[config.mk]
export PLATFORM = sky130hd
export DESIGN_NAME = phy_rx_sp_lane_flat
export DESIGN_NICKNAME = d
export VERILOG_FILES = /design/src/rtl/phy_rx_sp_lane_pkg.sv /design/src/rtl/phy_rx_sp_lane_if.sv /design/src/rtl/sp_shift8.sv /design/src/rtl/phy_rx_sp_lane.sv /design/src/flat_wrapper.sv
export SDC_FILE = /design/constraint.sdc
export NUM_CORES = 1
export LEC_CHECK = 0
export ABC_AREA = 1
export BUFFER_PORTS_ARGS = -buffer_cell sky130_fd_sc_hd__buf_2
export CORE_MARGIN = 1.5
export CORE_UTILIZATION = 30
export CTS_BUF_LIST = sky130_fd_sc_hd__clkbuf_4
export CTS_CLUSTER_DIAMETER = 150
export DETAILED_ROUTE_END_ITERATION = 12
export PLACE_DENSITY = 0.58
export SKIP_LAST_GASP = 1
export SYNTH_ARGS = -nofsm -noshare
export SYNTH_HDL_FRONTEND = slang
export SYNTH_SLANG_ARGS = --single-unit
export TNS_END_PERCENT = 5
[constraint.sdc]
create_clock -name clk_32f -period 1.6 [get_ports clk_32f]
set_clock_uncertainty 0.2 [all_clocks]
set_input_delay 0.4 -clock clk_32f [delete_from_list [all_inputs] [get_ports clk_32f]]
set_output_delay 0.4 -clock clk_32f [all_outputs]
set_load 0.05 [all_outputs]
[src/rtl/phy_rx_sp_lane_pkg.sv]
// Shared PHY constants: the alignment symbol, the lock depth and the receive-lane state encoding.
package phy_rx_sp_lane_pkg;

  localparam int unsigned SYM_W              = 8;
  localparam logic [7:0]  COM_SYM            = 8'hBC;
  localparam int unsigned LOCK_COUNT_DEFAULT = 4;

  typedef enum logic [1:0] {
    SEARCH = 2'b00,
    SYNC   = 2'b01,
    ACTIVE = 2'b10
  } lane_state_e;

  typedef struct packed {
    logic [SYM_W-1:0] data;
    logic             strobe;
    logic             valid;
    logic             active;
  } lane_out_t;

endpackage

[src/rtl/phy_rx_sp_lane_if.sv]
// Lane-side signal bundle: the serial bit in, the deserialised byte and its qualifiers out.
interface phy_rx_sp_lane_if;
  import phy_rx_sp_lane_pkg::*;

  logic             data_in;
  logic [SYM_W-1:0] data_out;
  logic             byte_strobe;
  logic             valid_out;
  logic             active;

  modport master (
    output data_in,
    input  data_out,
    input  byte_strobe,
    input  valid_out,
    input  active
  );

  modport slave (
    input  data_in,
    output data_out,
    output byte_strobe,
    output valid_out,
    output active
  );

endinterface

[src/rtl/sp_shift8.sv]
// MSB-first serial shift register; window is the last 8 bits including the bit currently on din.
module sp_shift8
  import phy_rx_sp_lane_pkg::*;
(
  input  logic             clk,
  input  logic             rst_n,
  input  logic             din,
  output logic [SYM_W-1:0] window
);

  logic [SYM_W-1:0] sr_q;

  assign window = {sr_q[SYM_W-2:0], din};

  always_ff @(posedge clk or negedge rst_n) begin
    if (!rst_n) begin
      sr_q <= '0;
    end else begin
      sr_q <= window;
    end
  end

endmodule

[src/rtl/phy_rx_sp_lane.sv]
// Per-lane serial-to-parallel receiver: COM-based byte alignment, lock qualification and byte strobing.
module phy_rx_sp_lane
  import phy_rx_sp_lane_pkg::*;
#(
  parameter logic [7:0]  COM_SYM    = phy_rx_sp_lane_pkg::COM_SYM,
  parameter int unsigned LOCK_COUNT = LOCK_COUNT_DEFAULT
) (
  input  logic             clk_32f,
  input  logic             reset_L,
  phy_rx_sp_lane_if.slave  lane
);

  localparam logic [3:0] LOCK_N = 4'(LOCK_COUNT);

  lane_state_e      state_q, state_d;
  logic [2:0]       bit_cnt_q, bit_cnt_d;
  logic [3:0]       com_cnt_q, com_cnt_d;
  logic [3:0]       com_inc;
  logic [SYM_W-1:0] window;
  logic             is_com;
  logic             byte_done;
  lane_out_t        out_q, out_d;

  sp_shift8 u_shift (
    .clk    (clk_32f),
    .rst_n  (reset_L),
    .din    (lane.data_in),
    .window (window)
  );

  assign is_com    = (window == COM_SYM);
  assign byte_done = (state_q != SEARCH) && (bit_cnt_q == 3'd7);
  // Saturating increment keeps com_cnt from ever wrapping past LOCK_COUNT.
  assign com_inc   = (com_cnt_q == LOCK_N) ? com_cnt_q : com_cnt_q + 4'd1;

  always_ff @(posedge clk_32f or negedge reset_L) begin
    if (!reset_L) begin
      state_q   <= SEARCH;
      bit_cnt_q <= '0;
      com_cnt_q <= '0;
    end else begin
      state_q   <= state_d;
      bit_cnt_q <= bit_cnt_d;
      com_cnt_q <= com_cnt_d;
    end
  end

  always_comb begin
    state_d   = state_q;
    bit_cnt_d = bit_cnt_q;
    com_cnt_d = com_cnt_q;
    case (state_q)
      SEARCH: begin
        if (is_com) begin
          bit_cnt_d = '0;
          com_cnt_d = 4'd1;
          if (LOCK_N == 4'd1) begin
            state_d = ACTIVE;
          end else begin
            state_d = SYNC;
          end
        end
      end
      SYNC: begin
        bit_cnt_d = bit_cnt_q + 3'd1;
        if (byte_done) begin
          if (is_com) begin
            com_cnt_d = com_inc;
            if (com_inc == LOCK_N) begin
              state_d = ACTIVE;
            end
          end else begin
            // Alignment lost: fall back without re-testing this edge's window.
            state_d   = SEARCH;
            bit_cnt_d = '0;
            com_cnt_d = '0;
          end
        end
      end
      ACTIVE: begin
        bit_cnt_d = bit_cnt_q + 3'd1;
      end
      default: begin
        state_d   = SEARCH;
        bit_cnt_d = '0;
        com_cnt_d = '0;
      end
    endcase
  end

  always_comb begin
    out_d        = out_q;
    out_d.strobe = 1'b0;
    out_d.active = (state_d == ACTIVE);
    if ((state_q == ACTIVE) && byte_done) begin
      out_d.data   = window;
      out_d.strobe = 1'b1;
      out_d.valid  = !is_com;
    end
  end

  always_ff @(posedge clk_32f or negedge reset_L) begin
    if (!reset_L) begin
      out_q <= '0;
    end else begin
      out_q <= out_d;
    end
  end

  assign lane.data_out    = out_q.data;
  assign lane.byte_strobe = out_q.strobe;
  assign lane.valid_out   = out_q.valid;
  assign lane.active      = out_q.active;

  a_strobe_spaced: assert property (@(posedge clk_32f) disable iff (!reset_L)
    out_q.strobe |=> !out_q.strobe);

  a_com_cnt_bound: assert property (@(posedge clk_32f) disable iff (!reset_L)
    com_cnt_q <= LOCK_N);

endmodule

[src/flat_wrapper.sv]
// flat-port wrapper written by rule: the top's interface ports become plain ports
module phy_rx_sp_lane_flat import phy_rx_sp_lane_pkg::*;
#(
  parameter logic [7:0]  COM_SYM    = phy_rx_sp_lane_pkg::COM_SYM,
  parameter int unsigned LOCK_COUNT = LOCK_COUNT_DEFAULT
)
  (clk_32f, reset_L, lane_data_in, lane_data_out, lane_byte_strobe, lane_valid_out, lane_active);
  phy_rx_sp_lane_if lane_i ();
  input  logic clk_32f;
  input  logic reset_L;
  input wire logic [$bits(lane_i.data_in)-1:0] lane_data_in;
  output wire logic [$bits(lane_i.data_out)-1:0] lane_data_out;
  output wire logic [$bits(lane_i.byte_strobe)-1:0] lane_byte_strobe;
  output wire logic [$bits(lane_i.valid_out)-1:0] lane_valid_out;
  output wire logic [$bits(lane_i.active)-1:0] lane_active;
  assign lane_i.data_in = lane_data_in;
  assign lane_data_out = lane_i.data_out;
  assign lane_byte_strobe = lane_i.byte_strobe;
  assign lane_valid_out = lane_i.valid_out;
  assign lane_active = lane_i.active;
  phy_rx_sp_lane #(.COM_SYM(COM_SYM), .LOCK_COUNT(LOCK_COUNT)) u_core (.clk_32f(clk_32f), .reset_L(reset_L), .lane(lane_i));
endmodule
; Word-level counts from Yosys, hierarchy flattened
; Cells that the tools add are included.
; Widths: inputs -> output; s select.
[totals]
regBits = 27
in_bits = 3
out_inout_bits = 11
[op_classes]
add_sub_neg = 2
eq_ne = 9
mux = 15
bitwise_logic = 1
reduce_logical = 6
[ops]
columns = operator, n
row1 = $mux 4, 4
row2 = $pmux 4 s3, 1
row3 = $mux 2, 5
row4 = $mux 3, 3
row5 = $pmux 3 s3, 1
row6 = $eq 4x3->1 const B, 2
row7 = $eq 8x8->1 const B, 1
row8 = $pmux 2 s3, 1
row9 = $add 4x1->4 const B, 1
row10 = $eq 2x2->1 const B, 2
row11 = $ne 2x1->1 const B, 2
row12 = $add 3x1->3 const B, 1
row13 = $eq 3x3->1 const B, 1
row14 = $reduce_and 3->1, 1
row15 = $eq 2x1->1 const B, 1
row16 = $logic_and 1x1->1, 2
row17 = $logic_not 2->1, 1
row18 = $reduce_bool 2->1, 1
row19 = $logic_not 1->1, 1
row20 = $not 1->1, 1

; Longest topological paths before layout
[depth]
depth_word = 8
ltp_mapped = 12
ltp_nobuf = 12

; By module
; A second synthesis with hierarchy kept.
[hier_totals]
hier_cells = 144
area_unflattened_um2 = 1268.7
[by_module_without_submodules]
columns = mod, n_inst, cells_each, area_per_inst_um2, seq_area_each_um2
row1 = phy_rx_sp_lane, 1, 136, 1086.0, 500.5
row2 = sp_shift8, 1, 8, 182.7, 175.2

; Worst setup path before layout
; No wires, ideal clock.
[synth_timing]
path_kind = reg2reg
startpoint = register u_core.state_q[1]
endpoint = register u_core.com_cnt_q[0]
arrival_time_ns = 1.387
setup_slack_ns = -0.106
stages_incl_launch_ff = 11
path_buffers = 0
period_less_slack_ns = 1.706
path_cell_list = dfrtp_1 inv_1 ha_1 nor2_2 inv_2 nand2_4 nand2_2 inv_2 nand2_4 o21ai_0 inv_1
[synth_between]
elab_chain_len = 4
[synth_lines]
columns = item, line
row1 = start: declaration, phy_rx_sp_lane.sv:15  ; lane_state_e state_q, state_d;
row2 = start signal: assignment, phy_rx_sp_lane.sv:42  ; state_q <= state_d;
row3 = $reduce_bool 2->1, phy_rx_sp_lane.sv:32  ; assign byte_done = (state_q != SEARCH) && (bit_cnt_q == 3'd7);
row4 = $logic_and 1x1->1, phy_rx_sp_lane.sv:32
row5 = $ne 2x1->1 (no line), -
row6 = $reduce_and 3->1 (no line), -
row7 = end signal: assignment, phy_rx_sp_lane.sv:44  ; com_cnt_q <= com_cnt_d;
row8 = end: declaration, phy_rx_sp_lane.sv:17  ; logic [3:0] com_cnt_q, com_cnt_d;
; Several ways; a longest one is shown, not always the timed one.
; A chain may end at the register's enable or synchronous reset.

==> flow_metrics.env <==
export IMPL_ioPinCount=14
export IMPL_powerDensity_nw_per_um2=797
export IMPL_min_to="u_core.u_shift.sr_q[0]"
export IMPL_r2r_cells=12
export IMPL_drc=0
export IMPL_min_period_over_period_pct=106
export IMPL_synth_edf_count=0
export IMPL_final_nets=197
export IMPL_wl_mm=2.41
export IMPL_yosysSeqAreaShare_pct=50.5
export IMPL_track_usage_pct=10.6
export IMPL_failed_checks="setup timing"
export IMPL_yosys_warnings=0
export IMPL_worstMarginPinSlew_ns=0.347
export IMPL_drt_iter0_markers=32
export IMPL_io_buffers=13
export IMPL_first_pass_iters=4
export IMPL_status="finished, violations left"
export IMPL_gr_total_overflow=0
export IMPL_rsz0062_at_grt="true"
export IMPL_drtAntennaViolNets=0
export IMPL_postPlaceCellArea_sq_um=1620
export IMPL_clock_sinks=27
export IMPL_initial_core_util_pct=30.9
export IMPL_cp_data_arrival_time_ns=1.77
export IMPL_grt_pass1_vias=960
export IMPL_synth_commonest_cells="50 x nand2_1, 27 x dfrtp_1, 19 x inv_1"
export IMPL_cp_max_fo=2
export IMPL_drive_gt1_share_pct=32.6
export IMPL_synth_cells=149
export IMPL_syn_to_final_growth_pct=25.4
export IMPL_antenna_found_initial=0
export IMPL_p_leak_nw=0.888
export IMPL_cap_violations=0
export IMPL_die_h_um=69.8
export IMPL_syn_num_nets=161
export IMPL_row_count=24
export IMPL_yosysTopAreaCell="dfrtp_1"
export IMPL_reg2reg_to="u_core.lane.active"
export IMPL_finalPower_mw=1.34
export IMPL_tns_ns=-0.645
export IMPL_grt_max_degree=28
export IMPL_cts_inserted_buffers=3
export IMPL_viasPerCell=4.39
export IMPL_r2r_start="u_core.bit_cnt_q[1]"
export IMPL_synth_seq_cells=27
export IMPL_post_route_min_period_ns=1.69
export IMPL_grt_pass1_wl_mm=4.29
export IMPL_finalSetupViolCount=17
export IMPL_fmax_mhz=591
export IMPL_root_buffer="clkbuf_4"
export IMPL_required_ns=1.68
export IMPL_endpoint_kind="flip-flop"
export IMPL_hold_class="input port to flip-flop"
export IMPL_ir_worst_vdd_mv=0.328
export IMPL_synth_cell_types=22
export IMPL_path_cells="ha_2, ha_1, inv_1, nor2_2, nand2_1, a21oi_2, nand3_2, nand2_1, nand2_1, nand2_1, nand2_1, nor2_1"
export IMPL_cpMaxStageDelayCell="dfrtp_1"
export IMPL_slew_headroom_pct=76.8
export IMPL_whs_path_depth=2
export IMPL_drv_slew=0
export IMPL_layoutNonFillerInstCount=236
export IMPL_yosysMostFrequentCell="nand2_1"
export IMPL_htreeDepth=1
export IMPL_coreArea_sq_um=4320
export IMPL_crit_top_cell="nand2_1"
export IMPL_critical_path_startpoint_type="flip-flop"
export IMPL_place_inst=230
export IMPL_synth_top_area_share_pct=50.5
export IMPL_synth_area_leaders="dfrtp_1 51%, nand2_1 14%, ha_1 8.4%"
export IMPL_syn_cell_area_sq_um=1340
export IMPL_clkTransAtPathRegs_ns=0.16
export IMPL_gp_congestion=0.716
export IMPL_finalHoldViolCount=0
export IMPL_place_hpwl_mm=1.78
export IMPL_clk_path_buf_depth=2
export IMPL_min_delay_start="lane_data_in"
export IMPL_async_flop_share_pct=100
export IMPL_syn_avg_cell_area_sq_um=8.98
export IMPL_clk_latency_ns=0.34
export IMPL_ys_flop_type="dfrtp_1"
export IMPL_die_w_um=69.8
export IMPL_wl_per_cell_um=10.2
export IMPL_num_vias=1037
export IMPL_die_area_sq_um=4870
export IMPL_cts_tree="yes"
export IMPL_antennaDiodeCount=0
export IMPL_critPathKind="flip-flop to flip-flop"
export IMPL_worst_slack_ns=-0.0934
export IMPL_max_stage_delay_ns=0.39
export IMPL_regToRegSetupSlack_ns=-0.09
export IMPL_design_area_sq_um=1680
==> registers in the layout (all words and copies together), names as in the netlist <==
register	flops
u_core.bit_cnt_q	3
u_core.com_cnt_q	4
u_core.lane.active	1
u_core.lane.byte_strobe	1
u_core.lane.data_out	8
u_core.lane.valid_out	1
u_core.state_q	2
u_core.u_shift.sr_q	7
==> layout by cell type (no fill, tap or decap), types with 2 or more instances in the layout <==
cell,Yosys,final
ha_1,9,6
inv_1,19,17
inv_2,4,6
nor3_2,2,2
buf_4,0,15
o31ai_1,3,3
nor2_2,3,3
ha_2,0,2
buf_12,0,2
nand3_2,2,2
nand3_1,4,4
o21ai_0,4,3
o21ai_1,1,2
buf_2,0,13
nand2_4,2,2
clkbuf_4,0,3
dfrtp_1,27,27
a21oi_1,3,3
nand2_1,50,50
nor2_1,6,6
nand2_2,4,4
==> final cells by class <==
| class | instances | area (sq um) |
|---|---|---|
| clock buffers | 3 | 22.5 |
| well taps | 52 | 65.1 |
| fillers | 478 | 2650 |
| repair buffers | 31 | 228 |
| inverters | 23 | 86.3 |
| clock inverters | 1 | 7.51 |
| flip-flops and latches | 27 | 676 |
| multi-input cells | 99 | 593 |
==> layer usage <==
metal / up-vias / share of wire (%) / global-route usage, %
li1: 535 / - / -
met1: 491 / 50 / 14.7
met2: 9 / 48 / 17.5
met3: 2 / 1.5 / 1.31
met4: 0 / 0.96 / 2.56
met5: - / 0 / 0
==> power breakdown <==
group          internal (mW)  switching, mW  total (mW)
combinational          0.136          0.153       0.289
clock                 0.0959          0.221       0.317
sequential             0.708         0.0234       0.732
total                  0.940          0.397        1.34
==> worst max-delay path by stage <==
stage | start | endpoint | slack [ns] | depth (start not counted)
floorplan | u_core.bit_cnt_q[0] | u_core.com_cnt_q[0] | 0.0005 | 12
global placement | u_core.bit_cnt_q[1] | u_core.com_cnt_q[0] | -0.07 | 12
detailed placement | u_core.bit_cnt_q[1] | u_core.com_cnt_q[0] | -0.09 | 12
CTS | u_core.com_cnt_q[1] | u_core.lane.active | -0.11 | 11
global route | u_core.bit_cnt_q[0] | u_core.lane.active | -0.25 | 12
finish | u_core.bit_cnt_q[1] | u_core.lane.active | -0.09 | 12
==> kinds of logic (layout without fill, tap and decap cells) <==
logic type | Yosys count | after routing | share of synthesized area, %
buffers and inverters | 23 | 58 | 6.45
DFF | 27 | 27 | 50.5
adders and majority gates | 9 | 9 | 8.42
and+or+nand+nor | 74 | 74 | 26.7
AOI/OAI and AO/OA | 16 | 16 | 7.95
==> worst max-delay path, delay by kind of cell (launching register included) <==
kind,cells,cell delay (ns)
DFF,1,0.39
adders and majority gates,2,0.30
AOI/OAI and AO/OA,1,0.12
buffers and inverters,1,0.05
and+or+nand+nor,8,0.58
==> per-stage QoR <==
step | hold slack, ns | setup WS (ns) | utilization [%]
after detailed placement | 0.186 | -0.0919 | 37.4
after CTS | 0.0797 | -0.110 | 38.8
after global placement | 0.185 | -0.0684 | 37.4
after global routing | 0.0777 | -0.251 | 38.8
final | 0.0805 | -0.0934 | 38.8
after floorplan | -0.0956 | 0.000454 | -
==> timing repair <==
action	CTS	global route
hold buffers	1	0
buffers inserted	1	0
endpoints found under the setup margin	10	28
endpoints found under the hold margin	27	0
resized for setup	2	0
Note: power is estimated with default switching activity, not from simulation.
